File: src/rtl/usb_pkg.sv
// rtl/usb_pkg.sv - shared types and constants for the USB full-speed transmit arbiter
package usb_pkg;

  localparam int USB_IPG_FS_CYCLES = 8;

  typedef enum logic [1:0] {
    IDLE,
    XFER,
    WAIT_EOP,
    GAP
  } usb_tx_arb_state_t;

endpackage

File: src/rtl/usb_arb_pick.sv
// rtl/usb_arb_pick.sv - one-hot winner select; requester 0 always wins, endpoints
// use round-robin from ptr+1 when USB_TX_ARB_RR_EN is defined, else lowest index.
module usb_arb_pick #(
  parameter int REQ_N = 4,
  parameter int PW    = 2
) (
  input  logic [REQ_N-1:0] req,
  input  logic [PW-1:0]    ptr,
  output logic [REQ_N-1:0] win
);

`ifdef USB_TX_ARB_RR_EN
  always_comb begin
    int   idx;
    logic found;
    win   = '0;
    idx   = 0;
    found = 1'b0;
    if (req[0]) begin
      win[0] = 1'b1;
    end else begin
      // Endpoint indices live in 1..REQ_N-1, so the wrap skips requester 0.
      for (int k = 1; k < REQ_N; k++) begin
        idx = int'(ptr) + k;
        if (idx > REQ_N - 1) idx = idx - (REQ_N - 1);
        if (!found && req[idx]) begin
          win[idx] = 1'b1;
          found    = 1'b1;
        end
      end
    end
  end
`else
  logic unused_ptr;
  assign unused_ptr = ^ptr;

  always_comb begin
    logic found;
    win   = '0;
    found = 1'b0;
    for (int i = 0; i < REQ_N; i++) begin
      if (!found && req[i]) begin
        win[i] = 1'b1;
        found  = 1'b1;
      end
    end
  end
`endif

endmodule

File: src/rtl/usb_tx_arb.sv
// rtl/usb_tx_arb.sv - per-packet arbiter muxing requester byte streams onto the SIE
// transmitter with inter-packet gap; USB_TX_ARB_RR_EN selects round-robin endpoints.
module usb_tx_arb
  import usb_pkg::*;
#(
  parameter int REQ_N      = 4,
  parameter int IPG_CYCLES = USB_IPG_FS_CYCLES
) (
  input  logic               clk_48m,
  input  logic               rst_n,
  input  logic               bus_reset,
  input  logic [REQ_N-1:0]   req_valid,
  input  logic [REQ_N*8-1:0] req_data,
  input  logic [REQ_N-1:0]   req_last,
  output logic [REQ_N-1:0]   req_ready,
  output logic               tx_valid,
  output logic [7:0]         tx_data,
  output logic               tx_last,
  input  logic               tx_ready,
  input  logic               tx_done,
  output logic [REQ_N-1:0]   grant,
  output logic               busy
);

  localparam int PW = $clog2(REQ_N);
  localparam int CW = (IPG_CYCLES > 0) ? $clog2(IPG_CYCLES + 1) : 1;
  localparam logic [CW-1:0] GAP_LOAD = (IPG_CYCLES > 0) ? CW'(IPG_CYCLES - 1) : '0;

  usb_tx_arb_state_t state, state_nxt;
  logic [REQ_N-1:0]  grant_q;
  logic [REQ_N-1:0]  pick_win;
  logic [PW-1:0]     rr_ptr;
  logic [CW-1:0]     gap_cnt;
  logic              any_req;

  assign any_req = |req_valid;

  usb_arb_pick #(
    .REQ_N (REQ_N),
    .PW    (PW)
  ) u_pick (
    .req (req_valid),
    .ptr (rr_ptr),
    .win (pick_win)
  );

`ifdef USB_TX_ARB_RR_EN
  logic [PW-1:0] win_idx;

  always_comb begin
    win_idx = '0;
    for (int i = 1; i < REQ_N; i++) begin
      if (pick_win[i]) win_idx = PW'(i);
    end
  end

  // Handshake grants leave the pointer alone so endpoints keep their rotation.
  always_ff @(posedge clk_48m or negedge rst_n) begin
    if (!rst_n) begin
      rr_ptr <= PW'(REQ_N - 1);
    end else if (bus_reset) begin
      rr_ptr <= PW'(REQ_N - 1);
    end else if (state == IDLE && any_req && !req_valid[0]) begin
      rr_ptr <= win_idx;
    end
  end
`else
  assign rr_ptr = PW'(REQ_N - 1);
`endif

  always_ff @(posedge clk_48m or negedge rst_n) begin
    if (!rst_n) state <= IDLE;
    else        state <= state_nxt;
  end

  always_comb begin
    state_nxt = state;
    if (bus_reset) begin
      state_nxt = IDLE;
    end else begin
      case (state)
        IDLE:     if (any_req) state_nxt = XFER;
        XFER:     if (tx_valid && tx_ready && tx_last) state_nxt = WAIT_EOP;
        WAIT_EOP: if (tx_done) state_nxt = (IPG_CYCLES == 0) ? IDLE : GAP;
        GAP:      if (gap_cnt == '0) state_nxt = IDLE;
        default:  state_nxt = IDLE;
      endcase
    end
  end

  always_ff @(posedge clk_48m or negedge rst_n) begin
    if (!rst_n) begin
      grant_q <= '0;
      gap_cnt <= '0;
    end else if (bus_reset) begin
      grant_q <= '0;
      gap_cnt <= '0;
    end else begin
      case (state)
        IDLE: if (any_req) grant_q <= pick_win;
        WAIT_EOP: begin
          if (tx_done) begin
            grant_q <= '0;
            gap_cnt <= GAP_LOAD;
          end
        end
        GAP: if (gap_cnt != '0) gap_cnt <= gap_cnt - CW'(1);
        default: ;
      endcase
    end
  end

  // Straight combinational path from the owner to the transmitter, no buffering.
  always_comb begin
    tx_valid  = 1'b0;
    tx_data   = 8'h00;
    tx_last   = 1'b0;
    req_ready = '0;
    if (state == XFER && !bus_reset) begin
      for (int i = 0; i < REQ_N; i++) begin
        if (grant_q[i]) begin
          tx_valid     = req_valid[i];
          tx_data      = req_data[i*8 +: 8];
          tx_last      = req_last[i];
          req_ready[i] = tx_ready;
        end
      end
    end
  end

  assign grant = grant_q;
  assign busy  = (state != IDLE);

endmodule

File: config.mk
export PLATFORM = sky130hd
export DESIGN_NAME = usb_tx_arb
export DESIGN_NICKNAME = d
export VERILOG_FILES = /design/src/rtl/usb_pkg.sv /design/src/rtl/usb_arb_pick.sv /design/src/rtl/usb_tx_arb.sv
export SDC_FILE = /design/constraint.sdc
export NUM_CORES = 1
export LEC_CHECK = 0
export CORE_MARGIN = 10
export CORE_UTILIZATION = 40
export DETAILED_ROUTE_END_ITERATION = 6
export PLACE_DENSITY = 0.91
export SLEW_MARGIN = 20
export SYNTH_ARGS = -nofsm -noshare
export SYNTH_HDL_FRONTEND = slang
export SYNTH_SLANG_ARGS = --single-unit
File: constraint.sdc
create_clock -name clk_48m -period 4.41 [get_ports clk_48m]
set_input_delay 1.323 -clock clk_48m [delete_from_list [all_inputs] [get_ports clk_48m]]
set_output_delay 1.323 -clock clk_48m [all_outputs]
set_load 0.05 [all_outputs]
==> flow_summary.json, run 1 <==
{
  "fillers": 175,
  "grt_antenna_before_repair": 0,
  "path_cells": "clkdlybuf4s50_1 > a22o_1 > o31ai_2 > nor2_1 > buf_12",
  "rrSetupSlack_ns": 2.30,
  "leakagePower_nw": 0.742,
  "die-height_um": 70.9,
  "ys_top_cells_by_count": "a21oi_1 (14), inv_1 (11), nor2_1 (11), dfrtp_1 (10), nor2b_1 (10)",
  "cts_resized": 0,
  "fin_skew_ns": 0.00653,
  "ys_warn_count": 0,
  "postCtsSetupBuffers": 0,
  "die_w_um": 70.9,
  "cp_data_arrival_time_ns": 2.70,
  "period_share_pct": 91.2,
  "crit_fanout": 5,
  "clk_path_buf_depth": 2,
  "layoutNonFillerInstCount": 225,
  "status": "completed",
  "hold_class": "reg2reg",
  "initialDrtViolationCount": 92,
  "final-setup-viol-count": 0,
  "ys_seq_elements": 10,
  "htree_levels": 1,
  "required_ns": 3.09,
  "ir_drop_v": 0.000327,
  "layout.nets": 246,
  "drt-wirelength-per-cell_um": 18.3,
  "rsz0062_at_grt": "no",
  "ys_top_cells_by_area": "dfrtp_1 (24%), a21oi_1 (6.8%), a221oi_1 (6.8%), ha_1 (6.0%), nor2b_1 (6.0%)",
  "yosysTopAreaCell": "dfrtp_1",
  "synth_flop_cell": "dfrtp_1",
  "dp_hpwl_um": 3420,
  "io_pins": 64,
  "route.vias.total": 1293,
  "initial_core_util_pct": 41.8,
  "worstMarginPinSlew_ns": 0.744,
  "clock_latency_ns": 0.26,
  "hold_viol": 0,
  "syn-num-nets": 186,
  "ant_nets": 0,
  "slew_headroom_pct": 50.4,
  "async_flop_share_pct": 100,
  "maxCapViolCount": 0,
  "clock.fmax_mhz": 249,
  "viasPerCell": 5.75,
  "synth_edf_count": 0,
  "start_kind": "input port",
  "rows": 18,
  "fin_util_pct": 74.4,
  "cp-end-kind": "output pin",
  "yosys.cell_count.top_type": "a21oi_1",
  "drive_gt1_share_pct": 12.3,
  "critPathSlowestCell": "clkdlybuf4s50_1",
  "fp.dieArea_sq_mm": 0.00502,
  "drv_slew": 0,
  "first_pass_iters": 4,
  "power_density_mw_per_mm2": 324,
  "io_buffers": 63,
  "cts.sinks": 10,
  "drc_errors": 0,
  "cts_buffers": 3,
  "cts_tree": "yes",
  "grt_pass1_wl_um": 6690,
  "avgSynthCellArea_sq_um": 7.61,
  "wl_um": 4120,
  "grt_usage_pct": 15.8,
  "n_antenna_cell": 0,
  "cts_root_buf": "clkbuf_4",
  "path_clk_slew_ns": 0.07,
  "gr-total-overflow": 0,
  "hold_buffers": 0,
  "syn-cell-area_sq_mm": 0.00103,
  "area_growth_pct": 78.2,
  "synth_cells": 136,
  "netlist.area_leader.share_pct": 24.2,
  "period_minus_slack_ns": 4.02,
  "crit_type": "in2out",
  "grt_max_degree": 26,
  "slowest_delay_ns": 0.48,
  "synth.distinct_cells": 39,
  "grt_pass1_vias": 1278,
  "tns_ns": 0,
  "placed_cells": 221,
  "ys_seq_area_share_pct": 24.2,
  "gp_congestion": 0.829,
  "coreArea_sq_mm": 0.00248
}
-- per-stage QoR --
stage | setup slack [ns] | area [sq um] | power (mW) | hold WS [ns]
after floorplan | 0.558 | 1030 | 0.378 | 0.502
after global placement | 0.428 | 1810 | 0.502 | 0.547
after detailed placement | 0.398 | 1810 | 0.518 | 0.543
after CTS | 0.393 | 1840 | 0.600 | 0.558
after global routing | 0.286 | 1840 | 0.645 | 0.586
final | 0.390 | 1840 | 0.598 | 0.555
-- worst max-delay path: cells and delay by family --
kind | cells | cell delay, ns
buffers and inverters | 2 | 0.65
AO/OA/AOI/OAI | 2 | 0.59
AND/OR/NAND/NOR | 1 | 0.13
-- cell type report --
cell class / instances / area, sq um / area share, %
Sequential cell: 10 / 250 / 13.6
Inverter: 11 / 41.3 / 2.24
Timing Repair Buffer: 64 / 778 / 42.2
Multi-Input combinational cell: 106 / 701 / 38.0
Tap cell: 30 / 37.5 / 2.04
Clock buffer: 4 / 36.3 / 1.97
-- path summary, 6_finish.rpt --
kind,from,endpoint,depth (start not counted)
max,req_valid[0],tx_valid,5
min,grant[0]$_DFFE_PN0P_,grant[0]$_DFFE_PN0P_,2
max reg2reg,grant[3]$_DFFE_PN0P_,state[1]$_DFFE_PN0P_,5
min reg2reg,grant[0]$_DFFE_PN0P_,grant[0]$_DFFE_PN0P_,2
max in group asynchronous,rst_n,state[0]$_DFFE_PN0P_,1
min in group asynchronous,rst_n,gap_cnt[3]$_DFFE_PN0P_,1
-- routing by layer --
| layer | routed length (um) | GRT usage (%) | up-vias |
|---|---|---|---|
| met5 | 0 | 0 | - |
| met4 | 59 | 3.23 | 0 |
| met3 | 422 | 6.00 | 8 |
| met2 | 1800 | 25.3 | 71 |
| met1 | 1840 | 19.6 | 597 |
| li1 | - | - | 617 |
-- power by group --
part | internal, mW | switching, mW | leakage, nW
sequential | 0.113 | 0.0329 | 0.128
combinational | 0.170 | 0.203 | 0.593
clock | 0.0500 | 0.0296 | 0.0210
total | 0.333 | 0.265 | 0.742
-- logic make-up (layout without fill, tap and decap cells) --
family,count (synthesis),in the layout,share of synthesized area (%)
AO/OA/AOI/OAI,41,41,29.1
adder cells (fa/ha/maj),5,5,6.05
buffers and inverters,20,79,8.10
flip-flops,10,10,24.2
multiplexers,3,3,3.02
AND/OR/NAND/NOR,57,57,29.5
-- flip-flops by register name (all words and copies together) (netlist names) --
register	count
state	2
gap_cnt	4
grant	4
-- placed cells by master (no fill, tap or decap), types with 2 or more instances in the layout --
cell type | synthesis | final
buf_12 | 0 | 14
nor2_1 | 11 | 11
clkdlybuf4s50_1 | 0 | 49
inv_1 | 11 | 11
nand2_1 | 8 | 8
a221oi_1 | 8 | 8
nand2b_1 | 2 | 2
nor3b_1 | 3 | 3
ha_1 | 5 | 5
o21ai_0 | 5 | 5
clkbuf_4 | 0 | 3
mux2i_1 | 2 | 2
and3_1 | 4 | 4
a21oi_1 | 14 | 14
nor4_1 | 2 | 2
nand3_1 | 2 | 2
nor2b_1 | 10 | 10
nand3b_1 | 2 | 2
nor3_1 | 9 | 9
dfrtp_1 | 10 | 10
Note: power is estimated with default switching activity, not from simulation.
==> run 2, diff against run 1 <==
--- a/config.mk
+++ b/config.mk
@@ -6,10 +6,11 @@
 export NUM_CORES = 1
 export LEC_CHECK = 0
 export CORE_MARGIN = 10
-export CORE_UTILIZATION = 40
+export CORE_UTILIZATION = 37
 export DETAILED_ROUTE_END_ITERATION = 6
-export PLACE_DENSITY = 0.91
+export PLACE_DENSITY = 0.85
 export SLEW_MARGIN = 20
 export SYNTH_ARGS = -nofsm -noshare
 export SYNTH_HDL_FRONTEND = slang
+export SYNTH_HIERARCHICAL = 1
 export SYNTH_SLANG_ARGS = --single-unit
==> constraint.sdc (replaced) <==
create_clock -name clk_48m -period 4 [get_ports clk_48m]
set_input_delay 1.2 -clock clk_48m [delete_from_list [all_inputs] [get_ports clk_48m]]
set_output_delay 1.2 -clock clk_48m [all_outputs]
set_load 0.05 [all_outputs]
==> run 2 against run 1 <==
Largest power group unchanged. Synthesized cell count decreased by 4.4%. Clock skew decreased by 0.0061 ns. Design area increased by 1.8%. Non-clock buffer count increased by 1. Sequential power increased by 11%. Sequential share of layout area decreased by 0.24 points. Hold slack improved by 0.0025 ns. Global-route usage decreased by 0.42 points.
==> flow_summary.json, run 2 <==
{
  "worstMarginPinSlew_ns": 0.536,
  "rsz0062_at_grt": "no",
  "htree_levels": 1,
  "final-setup-viol-count": 0,
  "maxCapViolCount": 0,
  "area_growth_pct": 76.4,
  "coreArea_sq_mm": 0.00276,
  "first_pass_iters": 4,
  "wl_met3_um": 194,
  "initialDrtViolationCount": 85,
  "rows": 19,
  "ys_warn_count": 6,
  "die_w_um": 73.6,
  "crit_type": "in2out",
  "viasPerCell": 5.81,
  "power_density_mw_per_mm2": 361,
  "grt_pass1_wl_um": 6680,
  "fin_skew_ns": 0.000396,
  "cts_buffers": 3,
  "finalPower_mw": 0.678,
  "io_buffers": 63,
  "cp-end-kind": "output pin",
  "gp_congestion": 0.816,
  "critPathSlowestCell": "clkdlybuf4s50_1",
  "setup_slack_ns": 0.197,
  "cts_root_buf": "clkbuf_4",
  "dr_wl_met2_um": 2340,
  "syn-cell-area_sq_mm": 0.00106,
  "die-height_um": 73.6,
  "grt_usage_pct": 15.4,
  "initial_core_util_pct": 38.6,
  "grt_pass1_vias": 1318,
  "grt_max_degree": 17,
  "route.vias.total": 1290,
  "drv_slew": 0,
  "hold_buffers": 0,
  "drt-wirelength-per-cell_um": 19.2,
  "layout_commonest_cell": "clkdlybuf4s50_1",
  "dp_hpwl_um": 3530,
  "fillers": 205,
  "whs_ns": 0.557,
  "path_cells": "clkdlybuf4s50_1 > a211oi_1 > a211o_1 > nor2_1 > buf_12",
  "path_clk_slew_ns": 0.07,
  "io_pins": 64,
  "ant_nets": 0,
  "postCtsSetupBuffers": 0,
  "gr-total-overflow": 0,
  "drive_gt1_share_pct": 12.6,
  "syn-num-nets": 180,
  "cts.sinks": 10,
  "fp.dieArea_sq_mm": 0.00542,
  "ir_drop_v": 0.000307,
  "clock_latency_ns": 0.27,
  "cts_tree": "yes",
  "period_minus_slack_ns": 3.80,
  "grt_antenna_before_repair": 0,
  "cts_resized": 0,
  "highest_layer": "met4",
  "fin_util_pct": 68.1,
  "cp_data_arrival_time_ns": 2.60,
  "period_share_pct": 95.1,
  "hold_class": "reg2reg",
  "required_ns": 2.80,
  "wl_um": 4260,
  "n_antenna_cell": 0,
  "synth_cells": 130,
  "clk_path_buf_depth": 2,
  "hold_viol": 0,
  "path_delay_family": "buffers and inverters",
  "wl_met1_um": 1600,
  "avgSynthCellArea_sq_um": 8.19,
  "leakagePower_nw": 0.715,
  "slowest_delay_ns": 0.58,
  "crit_fanout": 5,
  "start_kind": "input port",
  "layout.nets": 242,
  "critPathBufInv": 2,
  "pre_cts_ws_ns": 0.229,
  "slew_headroom_pct": 64.2,
  "final_cell_mix": "clkdlybuf4s50_1 (49), buf_12 (14), nand2_1 (13)",
  "status": "completed",
  "tns_ns": 0,
  "clock.fmax_mhz": 263,
  "drc_errors": 0
}
==> run 2: final cells by class <==
| class | instances | area [sq um] | area share (%) |
|---|---|---|---|
| tap | 31 | 38.8 | 2.07 |
| timing repair buffer | 65 | 786 | 41.8 |
| clock buffer | 4 | 36.3 | 1.93 |
| multi-input combinational | 100 | 722 | 38.4 |
| sequential | 10 | 250 | 13.3 |
| inverter | 12 | 45.0 | 2.40 |
==> run 2: layer usage <==
layer | up-vias | GRT usage [%]
met1 | 619 | 17.4
li1 | 617 | -
met4 | 0 | 4.97
met5 | - | 0
met3 | 8 | 4.58
met2 | 46 | 26.7
==> run 2: worst paths after layout <==
path	startpoint	to	slack [ns]	cells past startpoint
worst min-delay path	gap_cnt[0]$_DFFE_PN0P_	gap_cnt[0]$_DFFE_PN0P_	0.56	1
worst min register to register	gap_cnt[0]$_DFFE_PN0P_	gap_cnt[0]$_DFFE_PN0P_	0.56	1
worst max register to register	state[0]$_DFFE_PN0P_	gap_cnt[3]$_DFFE_PN0P_	2.10	6
max in group asynchronous	rst_n	state[1]$_DFFE_PN0P_	2.42	1
min in group asynchronous	rst_n	gap_cnt[0]$_DFFE_PN0P_	1.25	1
worst max-delay path	req_valid[1]	tx_valid	0.20	5
==> run 2: power breakdown <==
group | internal, mW | total [mW] | leakage, nW | switching, mW
sequential | 0.124 | 0.162 | 0.129 | 0.0375
clock | 0.0554 | 0.0936 | 0.0210 | 0.0382
combinational | 0.192 | 0.422 | 0.565 | 0.230
total | 0.372 | 0.678 | 0.715 | 0.305
==> run 2: per-stage QoR <==
step           area (sq um)  cells
2_1_floorplan          1060    130
3_3_place_gp           1840    218
3_5_place_dp           1840    218
4_1_cts                1880    222
5_1_grt                1880    222
6_report               1880    222
